$ cat src/rtl/seg4x7_scroll_writer.sv
// ASCII scroll producer for the 4-digit 7-segment driver: FIFO-buffered char stream shifted right-to-left.
// Define SEG_SCROLL_UPCASE_EN to fold lowercase letters to uppercase when they are written into the FIFO.
module seg4x7_scroll_writer #(
   parameter int SCROLL_DIV = 25000000,
   parameter int FIFO_AW    = 4
) (
   input  logic               clk,
   input  logic               reset,
   input  logic [7:0]         char_data,
   input  logic               char_valid,
   output logic               char_ready,
   input  logic               pause,
   input  logic               flush,
   output logic [31:0]        text,
   output logic [FIFO_AW:0]   fifo_level,
   output logic               scroll_tick,
   output logic               idle
);

   // state     | meaning
   // ST_IDLE   | window blank, waiting for the first character
   // ST_SCROLL | stepping the window every SCROLL_DIV cycles

   localparam int            DEPTH  = 2**FIFO_AW;
   localparam int            TW     = $clog2(SCROLL_DIV);
   localparam logic [TW-1:0] TERM   = TW'(SCROLL_DIV - 1);
   localparam logic [7:0]    SPACE  = 8'h20;
   localparam logic [31:0]   BLANKS = 32'h20202020;

   typedef enum logic {ST_IDLE = 1'b0, ST_SCROLL = 1'b1} state_t;

   state_t             state;
   logic [7:0]         mem [DEPTH];
   logic [FIFO_AW-1:0] wr_ptr;
   logic [FIFO_AW-1:0] rd_ptr;
   logic [TW-1:0]      timer;
   logic [2:0]         blank_cnt;
   logic               full;
   logic               empty;
   logic               push;
   logic               pop;
   logic [7:0]         wr_char;
   logic [7:0]         rd_char;

   assign full       = (fifo_level == (FIFO_AW+1)'(DEPTH));
   assign empty      = (fifo_level == '0);
   assign char_ready = !full && !flush;
   assign push       = char_valid && char_ready;
   assign rd_char    = mem[rd_ptr];

   // A pop only ever happens together with a shift, and never from an empty FIFO.
   always_comb begin
      pop = 1'b0;
      if (!flush && !pause && !empty) begin
         if (state == ST_IDLE)
            pop = 1'b1;
         else if (timer == TERM)
            pop = 1'b1;
      end
   end

   always_comb begin
      wr_char = char_data;
`ifdef SEG_SCROLL_UPCASE_EN
      if (char_data >= 8'h61 && char_data <= 8'h7A)
         wr_char = char_data - 8'h20;
`endif
   end

   always_ff @(posedge clk) begin
      if (push && !reset)
         mem[wr_ptr] <= wr_char;
   end

   always_ff @(posedge clk) begin
      if (reset || flush) begin
         state       <= ST_IDLE;
         timer       <= '0;
         blank_cnt   <= '0;
         text        <= BLANKS;
         wr_ptr      <= '0;
         rd_ptr      <= '0;
         fifo_level  <= '0;
         scroll_tick <= 1'b0;
         idle        <= 1'b1;
      end else begin
         scroll_tick <= 1'b0;
         if (push)
            wr_ptr <= wr_ptr + 1'b1;
         if (pop)
            rd_ptr <= rd_ptr + 1'b1;
         case ({push, pop})
            2'b10:   fifo_level <= fifo_level + 1'b1;
            2'b01:   fifo_level <= fifo_level - 1'b1;
            default: fifo_level <= fifo_level;
         endcase

         case (state)
            ST_IDLE: begin
               timer <= '0;
               idle  <= 1'b1;
               if (!empty && !pause) begin
                  text        <= {text[23:0], rd_char};
                  scroll_tick <= 1'b1;
                  blank_cnt   <= '0;
                  state       <= ST_SCROLL;
                  idle        <= 1'b0;
               end
            end
            ST_SCROLL: begin
               if (!pause) begin
                  if (timer == TERM) begin
                     timer       <= '0;
                     scroll_tick <= 1'b1;
                     text        <= {text[23:0], empty ? SPACE : rd_char};
                     if (!empty) begin
                        blank_cnt <= '0;
                     end else begin
                        blank_cnt <= blank_cnt + 1'b1;
                        // Fourth consecutive blank pushes the last char off the left edge.
                        if (blank_cnt == 3'd3) begin
                           state <= ST_IDLE;
                           idle  <= 1'b1;
                        end
                     end
                  end else begin
                     timer <= timer + 1'b1;
                  end
               end
            end
            default: state <= ST_IDLE;
         endcase
      end
   end

endmodule
$ cat config.mk
export PLATFORM = sky130hd
export DESIGN_NAME = seg4x7_scroll_writer
export DESIGN_NICKNAME = d
export VERILOG_FILES = /design/src/rtl/seg4x7_scroll_writer.sv
export SDC_FILE = /design/constraint.sdc
export NUM_CORES = 1
export LEC_CHECK = 0
export CORE_ASPECT_RATIO = 0.9
export CORE_MARGIN = 3
export CORE_UTILIZATION = 30
export CTS_CLUSTER_DIAMETER = 120
export DETAILED_ROUTE_END_ITERATION = 10
export PLACE_DENSITY_LB_ADDON = 0.3
export RECOVER_POWER = 50
export SLEW_MARGIN = 0
export SYNTH_ARGS = -nofsm -noshare
export SYNTH_HDL_FRONTEND = slang
export SYNTH_SLANG_ARGS = --single-unit
$ cat constraint.sdc
create_clock -name clk -period 7.75 [get_ports clk]
set_input_delay 1.55 -clock clk [delete_from_list [all_inputs] [get_ports clk]]
set_output_delay 1.55 -clock clk [all_outputs]
set_load 0.1 [all_outputs]
==> results by group, run 1 <==
Drt
  – Number of vias in the routed layout: 5419
  – Final ANT Viol Nets: 0
  – Drt wl/cell: 17.69 um
  – Drt first-iter violations: 357
  – Via density per instance: 4.972
  – DRC violation count after routing: 0
  – Number of search-and-repair iterations in the first detailed-routing pass: 5
  – Total wire length: 19280 um

Critical path
  – Endpoint class of the critical path: output pin
  – Critical path class: in -> out
  – Cell-by-cell trace of the critical path: dlygate4sd3_1 -> a21oi_1 -> clkdlybuf4s50_1
  – Largest fanout of any net on the critical path: 5
  – Required time of the critical path: 6.20 ns
  – Critical path startpoint category: input port
  – Critical path's largest stage delay: 1.16 ns
  – Arr. time, crit path: 3.48 ns
  – Cell with the largest stage delay on the worst path: sky130_fd_sc_hd__clkdlybuf4s50_1

Clock tree
  – Clk sinks: 208
  – TritonCTS clock tree: yes
  – Post-CTS repair timing setup buffer count: 0
  – Resize count post-CTS: 0
  – Number of buffers inserted by hold repair at cts: 0
  – Clock latency reported for the late side of the worst-skew pair: 0.52 ns
  – Number of buffers on the longest clock path: 3
  – Clock H-tree levels: 1
  – Register clock-pin slew on the reported worst setup and hold paths: 0.06 ns
  – Clock root buffer: sky130_fd_sc_hd__clkbuf_16
  – Number of buffers created by CTS: 23

Timing
  – Worst-case setup margin in the final layout: 2.725 ns
  – Max Clk Rate: 199.0 MHz
  – Unrepaired setup endpoints after global routing: no
  – Max-slew violation count: 43
  – Min cycle time layout: 5.025 ns
  – Final-report hold violation count: 0
  – Setup TNS: 0 ns
  – Count of endpoints failing setup in the final report: 0
  – Clock skew: 0.01361 ns
  – Period Utilization, post-route: 64.84%
  – Worst rel slew slack: -62.20%
  – Slew at the pin with the worst max-slew slack: 2.433 ns

Floorplan
  – Horizontal die dimension: 186.1 um
  – Row Count: 58
  – Core region area: 0.02830 mm^2
  – Vertical extent of the die: 168.1 um
  – I/O pin count: 53
  – Die Area: 0.03127 mm^2
  – Starting density of the core: 30.93%

Job
  – Number of max-cap violations: 1

Global routing
  – Antenna violations before repair: 0
  – Pin count of the biggest net entering global routing: 52
  – Met2 track demand over resource in global routing: 17.93%
  – Busiest metal layer after global routing: met1
  – Met3 Resource Use GR: 2.312%
  – Global-route wire length before repair: 30130 um
  – Total global routing overflow: 0
  – Global-route met1 utilization: 18.46%
  – Via count of the first global-routing pass: 5169
  – Total global routing track utilization: 12.20%

Layout
  – Area of all placed cells without fillers: 0.01030 mm^2
  – Ant. Diodes: 0
  – Top library cells by usage in the layout, fill and taps aside: sky130_fd_sc_hd__edfxtp_1 (128), sky130_fd_sc_hd__dfxtp_1 (79), sky130_fd_sc_hd__nor2_1 (54)
  – Most frequent standard cell in the layout excluding fill and tap cells: sky130_fd_sc_hd__edfxtp_1
  – Nets: 743
  – Fraction of layout cells with a size suffix above 1: 10.41%
  – Footprint of the multi-input gates: 0.003048 mm^2
  – Utilization of the core after routing: 36.39%
  – Number of inserted filler cells in the final layout: 2722
  – Register cell area after layout: 0.005446 mm^2
  – Area Growth Syn to Fin: 17.67%

Logic synthesis
  – Count of mapped cells out of synthesis: 671
  – Mapped Avg Cell Area: 13.05 um^2
  – Most used DFF post-synth: sky130_fd_sc_hd__edfxtp_1
  – Net count after synthesis: 697
  – Seq/Total Area, Yosys: 62.21%
  – Number of distinct standard cells referenced by the synthesized netlist: 58
  – Flops & latches, synth: 208
  – Ys async rst share: 0%
  – Synth Warn #: 0
  – Number of enable flip-flop cells after synthesis: 128
  – Post-Synthesis Cell Area: 0.008753 mm^2

Placed design
  – Cell area after placement: 0.009605 mm^2
  – Gpl congestion: 0.8083
  – Setup WS pre-CTS: 2.830 ns
  – Port Buffers: 52
  – DP Wirelength: 12340 um

Run status
  – Outcome: finished with violations
  – Violations in the final reports: capacitance limit, slew limit

Power and ir drop
  – Power per cell area: 222.2 mW/mm^2
  – Static Leakage: 0.003124 uW
  – Maximum vdd drop: 134.2 uV
  – Total power: 2289 uW

Hold path
  – Path class of the lowest-slack min-delay path: reg -> reg
## critical path, delay by kind of cell
family	cells	cell delay (ns)
AO/OA/AOI/OAI	1	0.14
buffers and inverters	2	1.78
## cell families (layout without fill, tap and decap cells)
kind of cell               after synthesis  count (layout)  synth area share, %
AOI/OAI and AO/OA                      127             127                8.905
xor gates and xnor gates                18              18                1.801
adders and majority gates               13              13                1.944
buffers and inverters                   58             117                2.916
DFF                                    208             208                62.21
muxes                                   41              41                8.977
and+or+nand+nor                        206             206                13.25
## power breakdown
part	switching (uW)	internal (uW)
clock network	428	621
registers	2.26	1180
logic	44.2	17.3
total	474	1810
## path summary, 6_finish.rpt
| path | from | endpoint | slack [ns] | cells after the start |
|---|---|---|---|---|
| hold / removal | blank_cnt[2] | blank_cnt[2] | 0.46 | 1 |
| hold reg to reg | blank_cnt[2] | blank_cnt[2] | 0.46 | 1 |
| setup / recovery | flush | char_ready | 2.72 | 3 |
| setup reg to reg | timer[0] | fifo_level[4] | 4.10 | 13 |
## per-stage QoR
stage	instances	hold WS, ns
2_1_floorplan	671	0.4264
3_3_place_gp	1052	0.4332
3_5_place_dp	1052	0.4455
4_1_cts	1090	0.4605
5_1_grt	1090	0.4699
6_report	1090	0.4564
## cells in the mapped netlist, types with 3 or more instances
library cell               count  area, um^2
sky130_fd_sc_hd__mux2i_1      11       110.1
sky130_fd_sc_hd__a31oi_1       8       50.05
sky130_fd_sc_hd__o21ai_0      31       155.2
sky130_fd_sc_hd__and3_1        4       25.02
sky130_fd_sc_hd__clkbuf_1     21       78.83
sky130_fd_sc_hd__nor3_1       11       55.05
sky130_fd_sc_hd__a211oi_1      7       52.55
sky130_fd_sc_hd__nor2_1       54       202.7
sky130_fd_sc_hd__nand3_1      12       60.06
sky130_fd_sc_hd__nor4_1        4       25.02
sky130_fd_sc_hd__nand4_1      10       62.56
sky130_fd_sc_hd__edfxtp_1    128        3844
sky130_fd_sc_hd__and4_1        5       43.79
sky130_fd_sc_hd__ha_1         12       150.1
sky130_fd_sc_hd__buf_1         5       18.77
sky130_fd_sc_hd__a21oi_1      45       225.2
sky130_fd_sc_hd__nand3b_1     28       210.2
sky130_fd_sc_hd__nand2b_1      3       18.77
sky130_fd_sc_hd__mux4_2       30       675.7
sky130_fd_sc_hd__xor2_1       10       87.58
sky130_fd_sc_hd__nor2b_1       5       31.28
sky130_fd_sc_hd__dfxtp_1      80        1602
sky130_fd_sc_hd__a22o_1        8       70.07
sky130_fd_sc_hd__o21a_1        4       30.03
sky130_fd_sc_hd__inv_1        18       67.56
sky130_fd_sc_hd__buf_4         3       22.52
sky130_fd_sc_hd__buf_2         7       35.03
sky130_fd_sc_hd__nand4b_1      3       26.28
sky130_fd_sc_hd__xnor2_1       8       70.07
sky130_fd_sc_hd__or4_1         6       45.04
sky130_fd_sc_hd__and2_1        9       56.30
sky130_fd_sc_hd__a21o_1        3       22.52
sky130_fd_sc_hd__nand2_1      38       142.6
sky130_fd_sc_hd__o211ai_1      5       37.54
## metal layers
layer  vias to the layer above  share of wire [%]
met1                      2629                 50
met5                         -                  0
met2                       124                 42
met4                         0                1.9
li1                       2635                  -
met3                        31                5.5
## layout make-up
class / instances / share of cell area (%)
Clock buffer: 30 / 6.341
Clock inverter: 8 / 0.6317
Inverter: 18 / 0.6560
Multi-Input combinational cell: 405 / 29.59
Sequential cell: 208 / 52.88
Tap cell: 360 / 4.373
Timing Repair Buffer: 61 / 5.527
## registers in the layout, summed over array words and instances (netlist names), named ones only
| name | count |
|---|---|
| blank_cnt | 3 |
| state | 1 |
| timer | 25 |
| fifo_level | 5 |
| wr_ptr | 4 |
| scroll_tick | 1 |
| rd_ptr | 4 |
| idle | 1 |
| text | 32 |
| mem | 128 |
Note: power is estimated with default switching activity, not from simulation.
==> inputs of run 2 (changes only) <==
- clock period: 7.75 -> 4.53 ns (I/O delays scaled with it)
==> run 2 against run 1 <==
Compared with the run above: the flow still finishes with violations (capacitance limit, slew limit); core utilization up 0.42 points; clock power is 77% higher; critical path depth grew 1; clock-buffer cell count increased by 5; final cell count increased by 1.5%; combinational power rose by 68%; critical path type is now in -> reg.
==> results by group, run 2 (synthesis results as in run 1) <==
Drt
  – Number of search-and-repair iterations in the first detailed-routing pass: 5
  – Total wire length: 19450 um
  – Drt first-iter violations: 391
  – DRC violation count after routing: 0
  – Drt wl/cell: 17.59 um
  – Final ANT Viol Nets: 0
  – Number of vias in the routed layout: 5538
  – Via density per instance: 5.007

Layout
  – Area Growth Syn to Fin: 19.02%
  – Fraction of layout cells with a size suffix above 1: 11.81%
  – Registers with the most flip-flops: mem x128, text x32, timer x25
  – Number of inserted filler cells in the final layout: 2718
  – Nets: 754
  – Number of flip-flops in the largest register: 128
  – Register containing the most flip-flops in the final layout: mem
  – Most frequent standard cell in the layout excluding fill and tap cells: sky130_fd_sc_hd__edfxtp_1
  – Top library cells by usage in the layout, fill and taps aside: sky130_fd_sc_hd__edfxtp_1 (128), sky130_fd_sc_hd__dfxtp_1 (79), sky130_fd_sc_hd__nor2_1 (54)

Timing
  – Slew at the pin with the worst max-slew slack: 2.545 ns
  – Period Utilization, post-route: 84.00%
  – Setup TNS: 0 ns
  – Max-slew violation count: 43
  – Min cycle time layout: 3.805 ns
  – Count of endpoints failing setup in the final report: 0
  – Worst rel slew slack: -69.68%
  – Max Clk Rate: 262.8 MHz
  – Final-report hold violation count: 0
  – Unrepaired setup endpoints after global routing: no
  – Worst hold slack after final layout: 0.4391 ns
  – Clock skew: 0.02182 ns

Floorplan
  – Row Count: 58
  – I/O pin count: 53
  – Die Area: 0.03127 mm^2
  – Horizontal die dimension: 186.1 um
  – Starting density of the core: 30.93%
  – Core region area: 0.02830 mm^2
  – Vertical extent of the die: 168.1 um

Critical path
  – Largest fanout of any net on the critical path: 42
  – Critical path class: in -> reg
  – Endpoint class of the critical path: flip-flop
  – Required time of the critical path: 4.93 ns
  – Arr. time, crit path: 4.20 ns
  – Startpoint of the worst-slack reg-to-reg timing path: timer[0]
  – Launch point of the worst path: flush
  – Critical path startpoint category: input port

Power and ir drop
  – Power per cell area: 381.9 mW/mm^2
  – Maximum vdd drop: 308.9 uV
  – Static Leakage: 0.003193 uW

Global routing
  – Met2 track demand over resource in global routing: 18.18%
  – Global-route wire length before repair: 30610 um
  – Global-route met1 utilization: 18.59%
  – Busiest metal layer after global routing: met1
  – Pin count of the biggest net entering global routing: 52
  – Met3 Resource Use GR: 2.679%
  – Antenna violations before repair: 2
  – Total global routing overflow: 0
  – Total global routing track utilization: 12.35%
  – Via count of the first global-routing pass: 5406

Run status
  – Outcome: finished with violations
  – Violations in the final reports: capacitance limit, slew limit

Clock tree
  – Clock latency reported for the late side of the worst-skew pair: 0.52 ns
  – Number of buffers created by CTS: 24
  – Register clock-pin slew on the reported worst setup and hold paths: 0.06 ns
  – Clock root buffer: sky130_fd_sc_hd__clkbuf_16
  – Resize count post-CTS: 0
  – Clk sinks: 208
  – Clock H-tree levels: 1
  – TritonCTS clock tree: yes
  – Number of buffers inserted by hold repair at cts: 0
  – Post-CTS repair timing setup buffer count: 0
  – Number of buffers on the longest clock path: 3

Placed design
  – DP Wirelength: 12750 um
  – Port Buffers: 52
  – Gpl congestion: 0.8229

Hold path
  – Path class of the lowest-slack min-delay path: reg -> reg
  – Beginning of the worst hold path: idle

Job
  – Number of max-cap violations: 1
[run 2: changes by cell type in the layout (fill, tap and decap cells not counted), sizes merged]
| cell | change |
|---|---|
| clkbuf | +5 |
| dlygate4sd3 | -1 |
| diode | +1 |
| buf | +11 |
| bufinv | +1 |
| inv | -1 |
[run 2: final timing paths]
| check | end | slack, ns | depth (start not counted) |
|---|---|---|---|
| worst min register to register | idle | 0.44 | 2 |
| worst min-delay path | idle | 0.44 | 2 |
| worst max-delay path | text[0] | 0.72 | 4 |
| worst max register to register | fifo_level[4] | 0.99 | 13 |
[run 2: metal layers]
| layer | up-vias | part of all wire (%) |
|---|---|---|
| met4 | 2 | 1.8 |
| met3 | 32 | 5.4 |
| met2 | 127 | 43 |
| li1 | 2660 | - |
| met1 | 2717 | 50 |
| met5 | - | 0.067 |
[run 2: layout make-up]
cell class | instances | area [um^2] | area share [%]
Antenna cell | 1 | 2.502 | 0.02402
Tap cell | 360 | 450.4 | 4.323
Inverter | 18 | 67.56 | 0.6485
Multi-Input combinational cell | 405 | 3048 | 29.25
Clock inverter | 8 | 100.1 | 0.9607
Clock buffer | 35 | 661.9 | 6.353
Sequential cell | 208 | 5446 | 52.28
Timing Repair Buffer | 71 | 641.9 | 6.161
[run 2: report_power, final]
part           internal (uW)  total, uW  switching, uW
Combinational           30.9        103           72.1
Clock                   1130       1860            733
Sequential              2010       2020           5.38
[run 2: worst max-delay path, stage by stage]
cell and delay (ns):
sky130_fd_sc_hd__dlygate4sd3_1 0.63, sky130_fd_sc_hd__or2_0 1.87, sky130_fd_sc_hd__nor3_2 0.41, sky130_fd_sc_hd__a22o_1 0.38
[run 2: stage by stage]
stage	area, um^2	std cells	power (uW)	util [%]	setup slack (ns)
final	10420	1106	3979	36.81	0.7246
after global routing	10420	1105	4119	36.80	0.4312
after CTS	10440	1105	4037	36.89	0.9784
after detailed placement	9678	1062	2164	34.20	0.8474
after global placement	9678	1062	2164	34.20	0.8860
after floorplan	8753	671	2116	-	0.8660
==> inputs of run 3 (changes only) <==
- clock period: 4.53 -> 3.4 ns (I/O delays scaled with it)
==> run 3 against run 2 <==
Compared with the run above: the flow now finishes without violations; die area unchanged; register-to-register slack worse by 0.78 ns; setup slack lost 0.51 ns; worst hold slack about the same; critical path type is now reg -> reg; largest power group unchanged.
==> results by group, run 3 (synthesis results as in run 1) <==
Layout
  – Most frequent standard cell in the layout excluding fill and tap cells: sky130_fd_sc_hd__edfxtp_1
  – Nets: 785
  – Ant. Diodes: 0
  – Fraction of layout cells with a size suffix above 1: 16.34%
  – Registers with the most flip-flops: mem x128, text x32, timer x25
  – Number of standard cells in the layout, taps in and fillers out: 1137
  – Number of inserted filler cells in the final layout: 2720
  – Top library cells by usage in the layout, fill and taps aside: sky130_fd_sc_hd__edfxtp_1 (128), sky130_fd_sc_hd__dfxtp_1 (79), sky130_fd_sc_hd__nor2_1 (54)
  – Area Growth Syn to Fin: 20.45%
  – Area of all placed cells without fillers: 0.01054 mm^2
  – Register containing the most flip-flops in the final layout: mem
  – Number of flip-flops in the largest register: 128

Global routing
  – Global-route wire length before repair: 31370 um
  – Total global routing track utilization: 12.70%
  – Total global routing overflow: 0
  – Via count of the first global-routing pass: 5430
  – Pin count of the biggest net entering global routing: 52
  – Antenna violations before repair: 0

Placed design
  – Gpl congestion: 0.7951
  – DP Wirelength: 13430 um
  – Port Buffers: 52
  – Cell area after placement: 0.009884 mm^2
  – Number of instances in the placed design: 1093

Drt
  – Number of vias in the routed layout: 5758
  – Via density per instance: 5.064
  – Total wire length: 20230 um
  – Drt wl/cell: 17.79 um
  – Number of search-and-repair iterations in the first detailed-routing pass: 4
  – DRC violation count after routing: 0
  – Final ANT Viol Nets: 0
  – Drt first-iter violations: 351

Timing
  – Count of endpoints failing setup in the final report: 0
  – Unrepaired setup endpoints after global routing: no
  – Final-report hold violation count: 0
  – Min cycle time layout: 3.185 ns
  – Period Utilization, post-route: 93.68%
  – Max-slew violation count: 0
  – Worst rel slew slack: 19.49%
  – Clock skew: 0.02220 ns
  – Max Clk Rate: 314.0 MHz
  – Setup TNS: 0 ns
  – Slew at the pin with the worst max-slew slack: 1.213 ns

Clock tree
  – Number of buffers on the longest clock path: 3
  – Register clock-pin slew on the reported worst setup and hold paths: 0.06 ns
  – Clock latency reported for the late side of the worst-skew pair: 0.52 ns
  – Clock H-tree levels: 1
  – TritonCTS clock tree: yes
  – Clock root buffer: sky130_fd_sc_hd__clkbuf_16
  – Clk sinks: 208
  – Number of buffers created by CTS: 24
  – Post-CTS repair timing setup buffer count: 0

Power and ir drop
  – Maximum vdd drop: 328.2 uV
  – Static Leakage: 0.003298 uW
  – Power per cell area: 502.5 mW/mm^2

Critical path
  – Critical path's largest stage delay: 0.44 ns
  – Slack of the worst reg-to-reg path: 0.21 ns
  – Count of cells along the worst register-to-register path: 12
  – Startpoint of the worst-slack reg-to-reg timing path: timer[22]
  – Endpoint class of the critical path: flip-flop
  – Cell with the largest stage delay on the worst path: sky130_fd_sc_hd__or3_4
  – Critical path class: reg -> reg
  – Arr. time, crit path: 3.62 ns
  – Critical path startpoint category: flip-flop
  – Launch point of the worst path: timer[22]
  – Crit Reg-Reg Endpoint: fifo_level[4]
  – Critical path capture point: fifo_level[4]
  – Required time of the critical path: 3.84 ns
  – Largest fanout of any net on the critical path: 6
  – Cell-by-cell trace of the critical path: nand3b_1 -> or3_4 -> o21a_1 -> nor3_2 -> ha_1 -> inv_1 -> fa_1 -> nor2b_1 -> o21ai_0 -> and3_1 -> or4_1 -> a21oi_1

Job
  – Number of max-cap violations: 0

Floorplan
  – Vertical extent of the die: 168.1 um
  – Row Count: 58
  – Starting density of the core: 30.93%
  – Die Area: 0.03127 mm^2
  – Core region area: 0.02830 mm^2
  – I/O pin count: 53
  – Horizontal die dimension: 186.1 um

Run status
  – Outcome: finished, final reports clean

Hold path
  – Path class of the lowest-slack min-delay path: reg -> reg
[run 3: per-stage QoR]
step / power, uW / setup WS [ns] / hold slack, ns / utilization [%]
detailed placement: 2895 / 0.08231 / 0.4365 / 34.92
global placement: 2894 / 0.09240 / 0.4284 / 34.92
CTS: 5364 / 0.1323 / 0.4446 / 37.62
global route: 5472 / 0.01137 / 0.4780 / 37.25
finish: 5299 / 0.2150 / 0.4392 / 37.25
floorplan: 2820 / -0.002454 / 0.4264 / -
[run 3: how the worst min path moves through the flow]
stage | startpoint | end | slack [ns] | cells after the start
floorplan | blank_cnt[2] | blank_cnt[2] | 0.43 | 1
global route | idle | idle | 0.48 | 2
CTS | idle | idle | 0.44 | 2
global placement | idle | idle | 0.43 | 2
finish | idle | idle | 0.44 | 2
detailed placement | idle | idle | 0.44 | 2
[run 3: routing by layer]
metal	vias up	share of wire [%]	track usage (%)	wire, um
met2	153	42	18.44	8522
met3	34	5.0	2.333	1010
met1	2845	51	19.59	10270
met4	0	2.1	3.140	421
met5	-	0	0	0
li1	2726	-	-	-
[run 3: repair_timing]
action | CTS | global route
gates resized for setup | 0 | 2
endpoints found under the setup margin | 0 | 1
hold buffers | 0 | 0
[run 3: cell type report]
class | count | area [um^2] | area share (%)
inverters | 18 | 67.56 | 0.6408
clock buffers | 30 | 643.1 | 6.099
clock inverters | 14 | 118.9 | 1.127
well taps | 360 | 450.4 | 4.272
repair buffers | 102 | 758.2 | 7.191
flip-flops and latches | 208 | 5446 | 51.66
multi-input cells | 405 | 3059 | 29.01
[run 3: critical path, delay by kind of cell (launching register included)]
| kind | cells | cell delay [ns] |
|---|---|---|
| and+or+nand+nor | 6 | 1.55 |
| adders and majority gates | 2 | 0.59 |
| buffers and inverters | 1 | 0.08 |
| AOI/OAI and AO/OA | 3 | 0.49 |
| DFF | 1 | 0.41 |
[run 3: power by group]
group          internal, uW  switching (uW)  leakage (uW)
Combinational          45.6             104       0.00113
Sequential             2680            4.75       0.00180
Clock                  1430            1030      0.000368
Total                  4150            1140       0.00330
==> patch (flow settings as in run 3) <==
The option `SEG_SCROLL_UPCASE_EN` is turned on by a define.
--- a/src/rtl/seg4x7_scroll_writer.sv
+++ b/src/rtl/seg4x7_scroll_writer.sv
@@ -1,5 +1,7 @@
 // ASCII scroll producer for the 4-digit 7-segment driver: FIFO-buffered char stream shifted right-to-left.
 // Define SEG_SCROLL_UPCASE_EN to fold lowercase letters to uppercase when they are written into the FIFO.
+`define SEG_SCROLL_UPCASE_EN
+
 module seg4x7_scroll_writer #(
    parameter int SCROLL_DIV = 25000000,
    parameter int FIFO_AW    = 4
Behaviour: not the same (Yosys sat finds a counterexample within 4 cycles, from zero or initial values).
==> patch against run 3 <==
  * Sequential cell count unchanged
  * Synthesized area shrank 0.89%
  * Clock power rose by 6%
  * Worst setup slack gained 0.066 ns
  * Count of clock-buffer cells in the layout is 3 lower
  * Design area is 0.40% lower
  * Cell count is the same
  * Wire length decreased by 2.6%
  * Power is 3.2% higher
  * Critical endpoint unchanged
  * Largest cell class unchanged
==> patch: results (changes against run 3) <==
| Metric | Value |
|---|---|
| Mux contribution to synthesized area | 9.06% (+0.080 points) |
| Number of synthesized flops with an enable pin | 128 (unchanged) |
| CTS Buf Count | 24 (unchanged) |
| WP data arrival | 3.56 ns (-0.06 ns) |
| R2R Setup Slk | 0.28 ns (+0.07 ns) |
| Hold path endpoint | text[26]$_SDFFE_PP0P_ |
| IO Port Bufs | 52 (unchanged) |
| CP max FO | 5 (-1) |
| DR pass1 iterations | 4 (unchanged) |
| ANT cells | 0 (unchanged) |
| Pre-CTS WS | 0.0694 ns (-0.0129 ns) |
| Worst slew pin tran | 1.40 ns (+0.192 ns) |
| Synth Area in XOR/XNOR | 1.92% (+0.12 points) |
| Initial antenna violation count | 0 (unchanged) |
| Cts repair resizes | 0 (unchanged) |
| Syn nets | 698 (+0.14%) |
| Detail Placement HPWL | 13,400 um (-0.52%) |
| Post-Synth Adder-Cell Area | 2.11% (+0.16 points) |
| RePlAce Congestion | 0.751 (-5.5%) |
| Clock skew | 0.0206 ns (-0.00160 ns) |
| Synth Area in Compound Gates | 9.48% (+0.57 points) |
| Area contributors post-synth | edfxtp_1 (44%), dfxtp_1 (18%), mux4_2 (7.8%) |
| Post-synth ARST share | 0% (unchanged) |
| Worst r2r dst | fifo_level[4]$_SDFFE_PP0P_ |
| Vias in the first global route | 5,706 (+5.1%) |
| Hold path cells | 2 (unchanged) |
| Worst-Skew Late Latency | 0.53 ns |
| Total Nets Final | 787 (+0.25%) |
| Part of the Yosys area used for sequential elements | 62.8% (+0.56 points) |
| Post-CTS Setup Repair Bufs | 0 (unchanged) |
| HP Start | text[26]$_SDFFE_PP0P_ |
| Root buf cell | clkbuf_16 |
| Multi-input gate area | 3010 um^2 (-1.5%) |
| Area after DPL | 9820 um^2 (-0.66%) |
| Fillers | 2,714 (-0.22%) |
| Yosys cell types | 64 (+10%) |
| Layout cells sized above 1 | 15.1% (-1.3 points) |
| Top post-synthesis cells by count | edfxtp_1 (128), dfxtp_1 (80), nor2_1 (52) |
| Status | complete, no violations |
| Reg2reg start | timer[7]$_SDFFE_PP0N_ |
| H-tree levels | 1 (unchanged) |
| Post-Route WL | 19,700 um (-2.6%) |
| Deepest clock path buffer count | 3 (unchanged) |
| Biggest regs | mem: 128 flops, text: 32 flops, timer: 25 flops |
| FF-to-FF path depth | 12 (unchanged) |
| First-pass GRT wire length | 31,300 um (-0.11%) |
| Vias | 5,610 (-2.6%) |
| Gr usage total | 12.7% (about the same) |
| Leak pwr | 3.32 nW (+0.57%) |
| Reg clk slew, reported paths | 0.06 ns (about the same) |
| Max VDD drop | 350 uV (+6.6%) |
| Largest net degree at the start of global routing | 41 (-21%) |
| DR iter-0 viols | 328 (-6.6%) |
| Worst hold path type | flop to flop |
| Ys Warns | 0 (unchanged) |
## patch: cell count changes after synthesis, sizes merged, moves of 5 or more
cell / change
nand3b: -27
nand3: +31
nand2: -5
o211ai: -5
## patch: where the power goes
group          switching (mW)  internal (mW)
sequential            0.00575           2.68
clock                    1.01           1.60
combinational           0.115         0.0500
## patch: cells by family after synthesis
kind of cell / Yosys count
buf+inv: 55
fa+ha+maj: 14
compound gates: 132
mux: 41
xor+xnor: 19
simple gates: 202
flops: 208
## patch: through the flow
stage                     hold slack [ns]  cells
after floorplan                     0.443    671
after global placement              0.459   1094
after detailed placement            0.467   1094
after CTS                           0.477   1137
after global routing                0.497   1137
final                               0.476   1137
## patch: layout make-up
cell class | count | share of cell area, %
sequential | 208 | 51.9
multi-input combinational | 408 | 28.7
timing repair buffer | 101 | 6.71
clock buffer | 27 | 5.83
tap | 360 | 4.29
clock inverter | 16 | 1.95
inverter | 17 | 0.608
## patch: worst max-delay path by stage
stage | startpoint | to | slack [ns] | depth (start not counted)
global placement | pause | fifo_level[4]$_SDFFE_PP0P_ | 0.08 | 11
finish | timer[7]$_SDFFE_PP0N_ | fifo_level[4]$_SDFFE_PP0P_ | 0.28 | 12
CTS | timer[7]$_SDFFE_PP0N_ | fifo_level[4]$_SDFFE_PP0P_ | 0.28 | 12
detailed placement | pause | fifo_level[4]$_SDFFE_PP0P_ | 0.07 | 11
global route | timer[7]$_SDFFE_PP0N_ | fifo_level[4]$_SDFFE_PP0P_ | 0.01 | 12
floorplan | timer[7]$_SDFFE_PP0N_ | fifo_level[4]$_SDFFE_PP0P_ | 0.008 | 14
## patch: worst max-delay path: stages (launching register included)
cell	delay (ns)
dfxtp_1	0.35
or4b_4	0.57
nor3_4	0.20
a21boi_2	0.09
nor3_2	0.22
ha_2	0.20
inv_1	0.06
fa_1	0.41
nor2b_2	0.14
o21ai_1	0.08
and3_1	0.19
or4_1	0.39
a21oi_1	0.14
## patch: layer usage
layer / GRT usage [%] / vias to the layer above / wire length [um]
met4: 3.03 / 0 / 332
met2: 20.9 / 115 / 9250
met3: 2.32 / 28 / 1040
met1: 17.5 / 2732 / 9090
li1: - / 2735 / -
met5: 0 / - / 0
